[src/rtl/simple_bus_pkg.sv]
// Shared SimpleBus widths and master source IDs for the RAM arbiter slice.
// The command struct groups one cmd beat so the monitor side can compare whole beats.
package simple_bus_pkg;

  localparam int SB_ADDR_W = 32;
  localparam int SB_DATA_W = 32;
  localparam int SB_MASK_W = SB_DATA_W / 8;

  localparam logic SRC_IBUS = 1'b0;
  localparam logic SRC_DBUS = 1'b1;

  typedef struct packed {
    logic                 write;
    logic [SB_ADDR_W-1:0] address;
    logic [SB_DATA_W-1:0] data;
    logic [SB_MASK_W-1:0] mask;
  } sb_cmd_t;

endpackage

[src/rtl/simple_bus_src_fifo.sv]
// In-order FIFO of 1-bit source IDs, one entry per read in flight.
// Occupancy is tracked separately so full and empty never alias when the pointers meet.
module simple_bus_src_fifo #(
  parameter int DEPTH = 4
) (
  input  logic clk,
  input  logic rst,
  input  logic push,
  input  logic push_id,
  input  logic pop,
  output logic head_id,
  output logic full,
  output logic empty
);

  localparam int PTR_W = $clog2(DEPTH);
  localparam int CNT_W = PTR_W + 1;

  logic [DEPTH-1:0] mem_r;
  logic [PTR_W-1:0] wr_ptr_r;
  logic [PTR_W-1:0] rd_ptr_r;
  logic [CNT_W-1:0] count_r;
  logic             push_ok_s;
  logic             pop_ok_s;

  assign full      = (count_r == CNT_W'(DEPTH));
  assign empty     = (count_r == {CNT_W{1'b0}});
  assign push_ok_s = push & ~full;
  assign pop_ok_s  = pop & ~empty;
  assign head_id   = mem_r[rd_ptr_r];

  // Storage array; contents are don't-care until written, so no reset.
  always_ff @(posedge clk) begin
    if (push_ok_s) begin
      mem_r[wr_ptr_r] <= push_id;
    end
  end

  // Pointers wrap naturally because DEPTH is a power of two.
  always_ff @(posedge clk) begin
    if (rst) begin
      wr_ptr_r <= {PTR_W{1'b0}};
      rd_ptr_r <= {PTR_W{1'b0}};
      count_r  <= {CNT_W{1'b0}};
    end else begin
      if (push_ok_s) begin
        wr_ptr_r <= wr_ptr_r + PTR_W'(1);
      end
      if (pop_ok_s) begin
        rd_ptr_r <= rd_ptr_r + PTR_W'(1);
      end
      case ({push_ok_s, pop_ok_s})
        2'b10:   count_r <= count_r + CNT_W'(1);
        2'b01:   count_r <= count_r - CNT_W'(1);
        default: count_r <= count_r;
      endcase
    end
  end

endmodule

[src/rtl/simple_bus_ram_arbiter.sv]
// Round-robin 2:1 SimpleBus arbiter in front of one on-chip RAM slave.
// Read source IDs are queued in order so each rsp beat returns to its issuer.
module simple_bus_ram_arbiter
  import simple_bus_pkg::*;
#(
  parameter int ADDR_W        = SB_ADDR_W,
  parameter int DATA_W        = SB_DATA_W,
  parameter int PENDING_DEPTH = 4
) (
  input  logic                io_mainClk,
  input  logic                resetCtrl_systemReset,
  input  logic                io_m0_cmd_valid,
  output logic                io_m0_cmd_ready,
  input  logic                io_m0_cmd_payload_write,
  input  logic [ADDR_W-1:0]   io_m0_cmd_payload_address,
  input  logic [DATA_W-1:0]   io_m0_cmd_payload_data,
  input  logic [DATA_W/8-1:0] io_m0_cmd_payload_mask,
  output logic                io_m0_rsp_valid,
  output logic [DATA_W-1:0]   io_m0_rsp_payload_data,
  input  logic                io_m1_cmd_valid,
  output logic                io_m1_cmd_ready,
  input  logic                io_m1_cmd_payload_write,
  input  logic [ADDR_W-1:0]   io_m1_cmd_payload_address,
  input  logic [DATA_W-1:0]   io_m1_cmd_payload_data,
  input  logic [DATA_W/8-1:0] io_m1_cmd_payload_mask,
  output logic                io_m1_rsp_valid,
  output logic [DATA_W-1:0]   io_m1_rsp_payload_data,
  output logic                io_s_cmd_valid,
  input  logic                io_s_cmd_ready,
  output logic                io_s_cmd_payload_write,
  output logic [ADDR_W-1:0]   io_s_cmd_payload_address,
  output logic [DATA_W-1:0]   io_s_cmd_payload_data,
  output logic [DATA_W/8-1:0] io_s_cmd_payload_mask,
  input  logic                io_s_rsp_valid,
  input  logic [DATA_W-1:0]   io_s_rsp_payload_data,
  output logic                io_rspOrphan
);

  logic rr_ptr_r;
  logic rsp_orphan_r;
  logic fifo_full_s;
  logic fifo_empty_s;
  logic head_id_s;
  logic elig0_s;
  logic elig1_s;
  logic gnt_vld_s;
  logic gnt_id_s;
  logic fire_s;
  logic push_s;
  logic pop_s;

  // A read that cannot be queued drops out of arbitration so the other master can use the slot.
  assign elig0_s = io_m0_cmd_valid & (io_m0_cmd_payload_write | ~fifo_full_s);
  assign elig1_s = io_m1_cmd_valid & (io_m1_cmd_payload_write | ~fifo_full_s);

  // Grant selection: a lone eligible master wins, a tie goes to the round-robin pointer.
  always_comb begin
    gnt_vld_s = 1'b0;
    gnt_id_s  = SRC_IBUS;
    case ({elig1_s, elig0_s})
      2'b01: begin
        gnt_vld_s = 1'b1;
        gnt_id_s  = SRC_IBUS;
      end
      2'b10: begin
        gnt_vld_s = 1'b1;
        gnt_id_s  = SRC_DBUS;
      end
      2'b11: begin
        gnt_vld_s = 1'b1;
        gnt_id_s  = rr_ptr_r;
      end
      default: begin
        gnt_vld_s = 1'b0;
        gnt_id_s  = SRC_IBUS;
      end
    endcase
  end

  // Forward the granted master's payload to the slave with no added latency.
  always_comb begin
    io_s_cmd_payload_write   = 1'b0;
    io_s_cmd_payload_address = {ADDR_W{1'b0}};
    io_s_cmd_payload_data    = {DATA_W{1'b0}};
    io_s_cmd_payload_mask    = {(DATA_W/8){1'b0}};
    if (gnt_id_s == SRC_DBUS) begin
      io_s_cmd_payload_write   = io_m1_cmd_payload_write;
      io_s_cmd_payload_address = io_m1_cmd_payload_address;
      io_s_cmd_payload_data    = io_m1_cmd_payload_data;
      io_s_cmd_payload_mask    = io_m1_cmd_payload_mask;
    end else begin
      io_s_cmd_payload_write   = io_m0_cmd_payload_write;
      io_s_cmd_payload_address = io_m0_cmd_payload_address;
      io_s_cmd_payload_data    = io_m0_cmd_payload_data;
      io_s_cmd_payload_mask    = io_m0_cmd_payload_mask;
    end
  end

  assign io_s_cmd_valid  = gnt_vld_s;
  assign io_m0_cmd_ready = gnt_vld_s & (gnt_id_s == SRC_IBUS) & io_s_cmd_ready;
  assign io_m1_cmd_ready = gnt_vld_s & (gnt_id_s == SRC_DBUS) & io_s_cmd_ready;
  assign fire_s          = gnt_vld_s & io_s_cmd_ready;
  assign push_s          = fire_s & ~io_s_cmd_payload_write;

  // Responses follow the FIFO head; one arriving with nothing pending is dropped.
  assign pop_s                  = io_s_rsp_valid & ~fifo_empty_s;
  assign io_m0_rsp_valid        = pop_s & (head_id_s == SRC_IBUS);
  assign io_m1_rsp_valid        = pop_s & (head_id_s == SRC_DBUS);
  assign io_m0_rsp_payload_data = io_s_rsp_payload_data;
  assign io_m1_rsp_payload_data = io_s_rsp_payload_data;
  assign io_rspOrphan           = rsp_orphan_r;

  // Round-robin pointer favours the master that did not win the last fired beat.
  always_ff @(posedge io_mainClk) begin
    if (resetCtrl_systemReset) begin
      rr_ptr_r <= SRC_IBUS;
    end else if (fire_s) begin
      rr_ptr_r <= ~gnt_id_s;
    end else begin
      rr_ptr_r <= rr_ptr_r;
    end
  end

  // Sticky orphan flag, cleared only by reset.
  always_ff @(posedge io_mainClk) begin
    if (resetCtrl_systemReset) begin
      rsp_orphan_r <= 1'b0;
    end else if (io_s_rsp_valid & fifo_empty_s) begin
      rsp_orphan_r <= 1'b1;
    end else begin
      rsp_orphan_r <= rsp_orphan_r;
    end
  end

  simple_bus_src_fifo #(
    .DEPTH(PENDING_DEPTH)
  ) u_src_fifo (
    .clk    (io_mainClk),
    .rst    (resetCtrl_systemReset),
    .push   (push_s),
    .push_id(gnt_id_s),
    .pop    (pop_s),
    .head_id(head_id_s),
    .full   (fifo_full_s),
    .empty  (fifo_empty_s)
  );

endmodule

[config.mk]
export PLATFORM = sky130hd
export DESIGN_NAME = simple_bus_ram_arbiter
export DESIGN_NICKNAME = d
export VERILOG_FILES = /design/src/rtl/simple_bus_pkg.sv /design/src/rtl/simple_bus_src_fifo.sv /design/src/rtl/simple_bus_ram_arbiter.sv
export SDC_FILE = /design/constraint.sdc
export NUM_CORES = 1
export LEC_CHECK = 0
export BUFFER_PORTS_ARGS = -buffer_cell sky130_fd_sc_hd__buf_2
export CAP_MARGIN = 25
export CORE_AREA = 2 2 124 126
export DETAILED_ROUTE_END_ITERATION = 10
export DIE_AREA = 0 0 126 128
export GPL_TIMING_DRIVEN = 0
export PLACE_DENSITY = 0.41
export SYNTH_ARGS = -nofsm -noshare
export SYNTH_HDL_FRONTEND = slang
export SYNTH_SLANG_ARGS = --single-unit
[constraint.sdc]
create_clock -name io_mainClk -period 3.1 [get_ports io_mainClk]
set_clock_uncertainty 0.2 [all_clocks]
set_input_delay 0.62 -clock io_mainClk [delete_from_list [all_inputs] [get_ports io_mainClk]]
set_output_delay 0.62 -clock io_mainClk [all_outputs]
set_load 0.01 [all_outputs]
==> metrics.txt <==
status=completed; layout cells sized above 1=84.9%; Antenna Diode Count=0; Final Hold Violating Endpoints=0; via/cell ratio=3.65; Avg Cell Area, Syn=9.54 um2; RSZ-0062 raised after global routing=false; total grt overflow=0; Setup crit start kind=flop; r2r startpoint=u_src_fifo.count_r[1]; Starting DRT DRC Count=32; hold path endpoint=io_rspOrphan; Critical Path Max Stage Delay=440 ps; GP Congestion=0.742; Area growth syn-to-layout=83.1%; Non-Filler Instances=698; clk slew on worst S/H paths=40 ps; R2R cell count=10; Hold WC Path Type=reg2reg; Wirelength per Cell=13.4 um; xor and xnor area share after synthesis=1.65%; Max transition margin=67.8%; I/O Pins=315; Initial Util=14.3%; Critical Path RT=2280 ps; Crit-path slowest cell=or3b_4; slack of the worst reg-to-reg path=460 ps; Port Buffers=281; Max Clk Rate=331 MHz; #FFs+latches synth=13; Worst setup EP type=primary output; row count=45; Die Height=128 um; vias in the first global route=2454; placed insts=692; die area=0.0161 mm2; Async SR Flop Fraction=0%; total track usage=10.3%; DR vias=2548; clock buffer count from CTS=3; Synth Area in Compound Gates=6.06%; syn_nets=405; Top FF cell, synth=dfxtp_1; Hold-fix buffers, CTS=0; CP Class=reg2out; Util after Layout=26.2%; number of synthesized flops with an enable pin=4; Post-DP HPWL=8390 um; min-delay src=io_rspOrphan; Simple-Gate Fraction of Synth Area=7.29%; clock root cell=clkbuf_16; pin count of the biggest net entering global routing=11; Power, Total=1.25 mW; DRC viols=0; Final #Nets=693; largest family of logic cells by synthesized area=multiplexers; post-route cell area=0.00390 mm2; DRT Wirelength=9360 um; Cell Area, Synth=0.00213 mm2; H-tree levels=1; antenna viol nets, final=0; Clock Sink Count=13; post-synthesis adder-cell area fraction=3.88%; pwr dens=322 mW/mm2; Synth Instances=223; worst path bufs/invs=3; Pins Over Slew Limit=0; crit-path leading delay family=buffers and inverters; maximum VDD drop=124 uV; Clock Path Buffers=2; crit path DAT=2200 ps; first-pass GRT wire length=13200 um; Max FO, Critical Path=10; Placement Cell Area=0.00377 mm2; Worst-Skew Late Latency=240 ps; die width=126 um; CTS tree=yes; reg2reg end=u_src_fifo.count_r[2]; commonest cells after routing, fill and taps aside=buf_2, mux2_2, buf_4; post-synthesis mux area share=37.6%; most common cell after layout, fill and taps aside=buf_2; Core Area=0.0149 mm2; Netlist cell types=35; CP Cell Sequence=or3b_4 > o21a_2 > o21ai_4 > buf_12 > buf_8 > mux2_2 > buf_2; Max Cap Viol=0; Tightest Pin Transition=483 ps; yosys synthesis warning count=0; Final min period=3020 ps; hold depth=2; Setup-failing EPs final=0; TritonRoute pass-1 iters=4; register area share after synthesis=14.1%; antenna violations before repair=0; Leak=2.10 nW; Final period util=97.5%
[area by class of cell]
cell class	count	area, um2
flip-flops and latches	13	302
well taps	188	235
fillers	1690	11000
repair buffers	283	1450
inverters	10	37.5
multi-input cells	128	1210
plain buffers	72	589
clock buffers	4	78.8
[state kept, by name, indices dropped and copies added (netlist names)]
register,flops
u_src_fifo.count_r,3
u_src_fifo.wr_ptr_r,2
io_rspOrphan,1
rr_ptr_r,1
u_src_fifo.mem_r,4
u_src_fifo.rd_ptr_r,2
[power by group]
group | internal (mW) | switching [mW]
Sequential | 0.207 | 0.0309
Combinational | 0.430 | 0.346
Clock | 0.173 | 0.0658
[layer usage]
metal / global-route usage (%) / share of wire [%] / vias up
li1: - / - / 1273
met1: 13.6 / 40 / 1148
met2: 18.2 / 53 / 122
met3: 1.88 / 7.3 / 5
met4: 0.776 / 0.22 / 0
met5: 0 / 0 / -
[per-stage QoR]
step | setup TNS [ps] | hold WS, ps | setup slack (ps)
floorplan | 0 | 276 | 496
global placement | 0 | 250 | 54.0
detailed placement | -12.5 | 258 | -12.5
CTS | 0 | 271 | 32.9
global route | 0 | 319 | 9.74
finish | 0 | 262 | 76.3
[cell families (layout without fill, tap and decap cells)]
family | count (synthesis) | count (layout)
adders and majority gates | 6 | 6
DFF | 13 | 13
xor gates and xnor gates | 4 | 4
AOI/OAI and AO/OA | 19 | 19
and+or+nand+nor | 29 | 29
muxes | 70 | 70
buffers and inverters | 82 | 369
[synthesized netlist by cell type, types with 2 or more instances]
| cell | number | area, um2 |
|---|---|---|
| nand2_1 | 2 | 7.51 |
| mux2_2 | 69 | 777 |
| dfxtp_1 | 9 | 180 |
| nor2_1 | 11 | 41.3 |
| ha_1 | 5 | 62.6 |
| inv_1 | 10 | 37.5 |
| buf_8 | 7 | 105 |
| o21ai_0 | 4 | 20.0 |
| nand2b_1 | 2 | 12.5 |
| buf_4 | 64 | 480 |
| xor2_1 | 3 | 26.3 |
| edfxtp_1 | 4 | 120 |
| nor3_1 | 2 | 10.0 |
| a21oi_1 | 6 | 30.0 |
| and2_1 | 5 | 31.3 |
[worst max path at each step]
stage / start / to / slack [ps] / cells past startpoint
after floorplan: io_m0_cmd_valid / u_src_fifo.count_r[2] / 500 / 10
after global placement: io_m0_cmd_valid / io_s_cmd_payload_data[23] / 50 / 6
after detailed placement: io_m0_cmd_valid / u_src_fifo.count_r[2] / -10 / 11
after CTS: u_src_fifo.count_r[2] / io_s_cmd_payload_data[23] / 30 / 7
after global routing: u_src_fifo.count_r[1] / io_s_cmd_payload_data[23] / 10 / 7
final: u_src_fifo.count_r[1] / io_s_cmd_payload_data[23] / 80 / 7
[tightest hold or removal path: cells and delay by family (launching register included)]
kind | cells | cell delay [ps]
flip-flops | 1 | 320
AO/OA/AOI/OAI | 1 | 40
AND/OR/NAND/NOR | 1 | 70
[repair_timing]
action,CTS,global route
pin swaps,0,0
cloned,0,0
endpoints found under the setup margin,27,11
buffers inserted,2,0
gates resized for setup,0,3
Note: power is estimated with default switching activity, not from simulation.
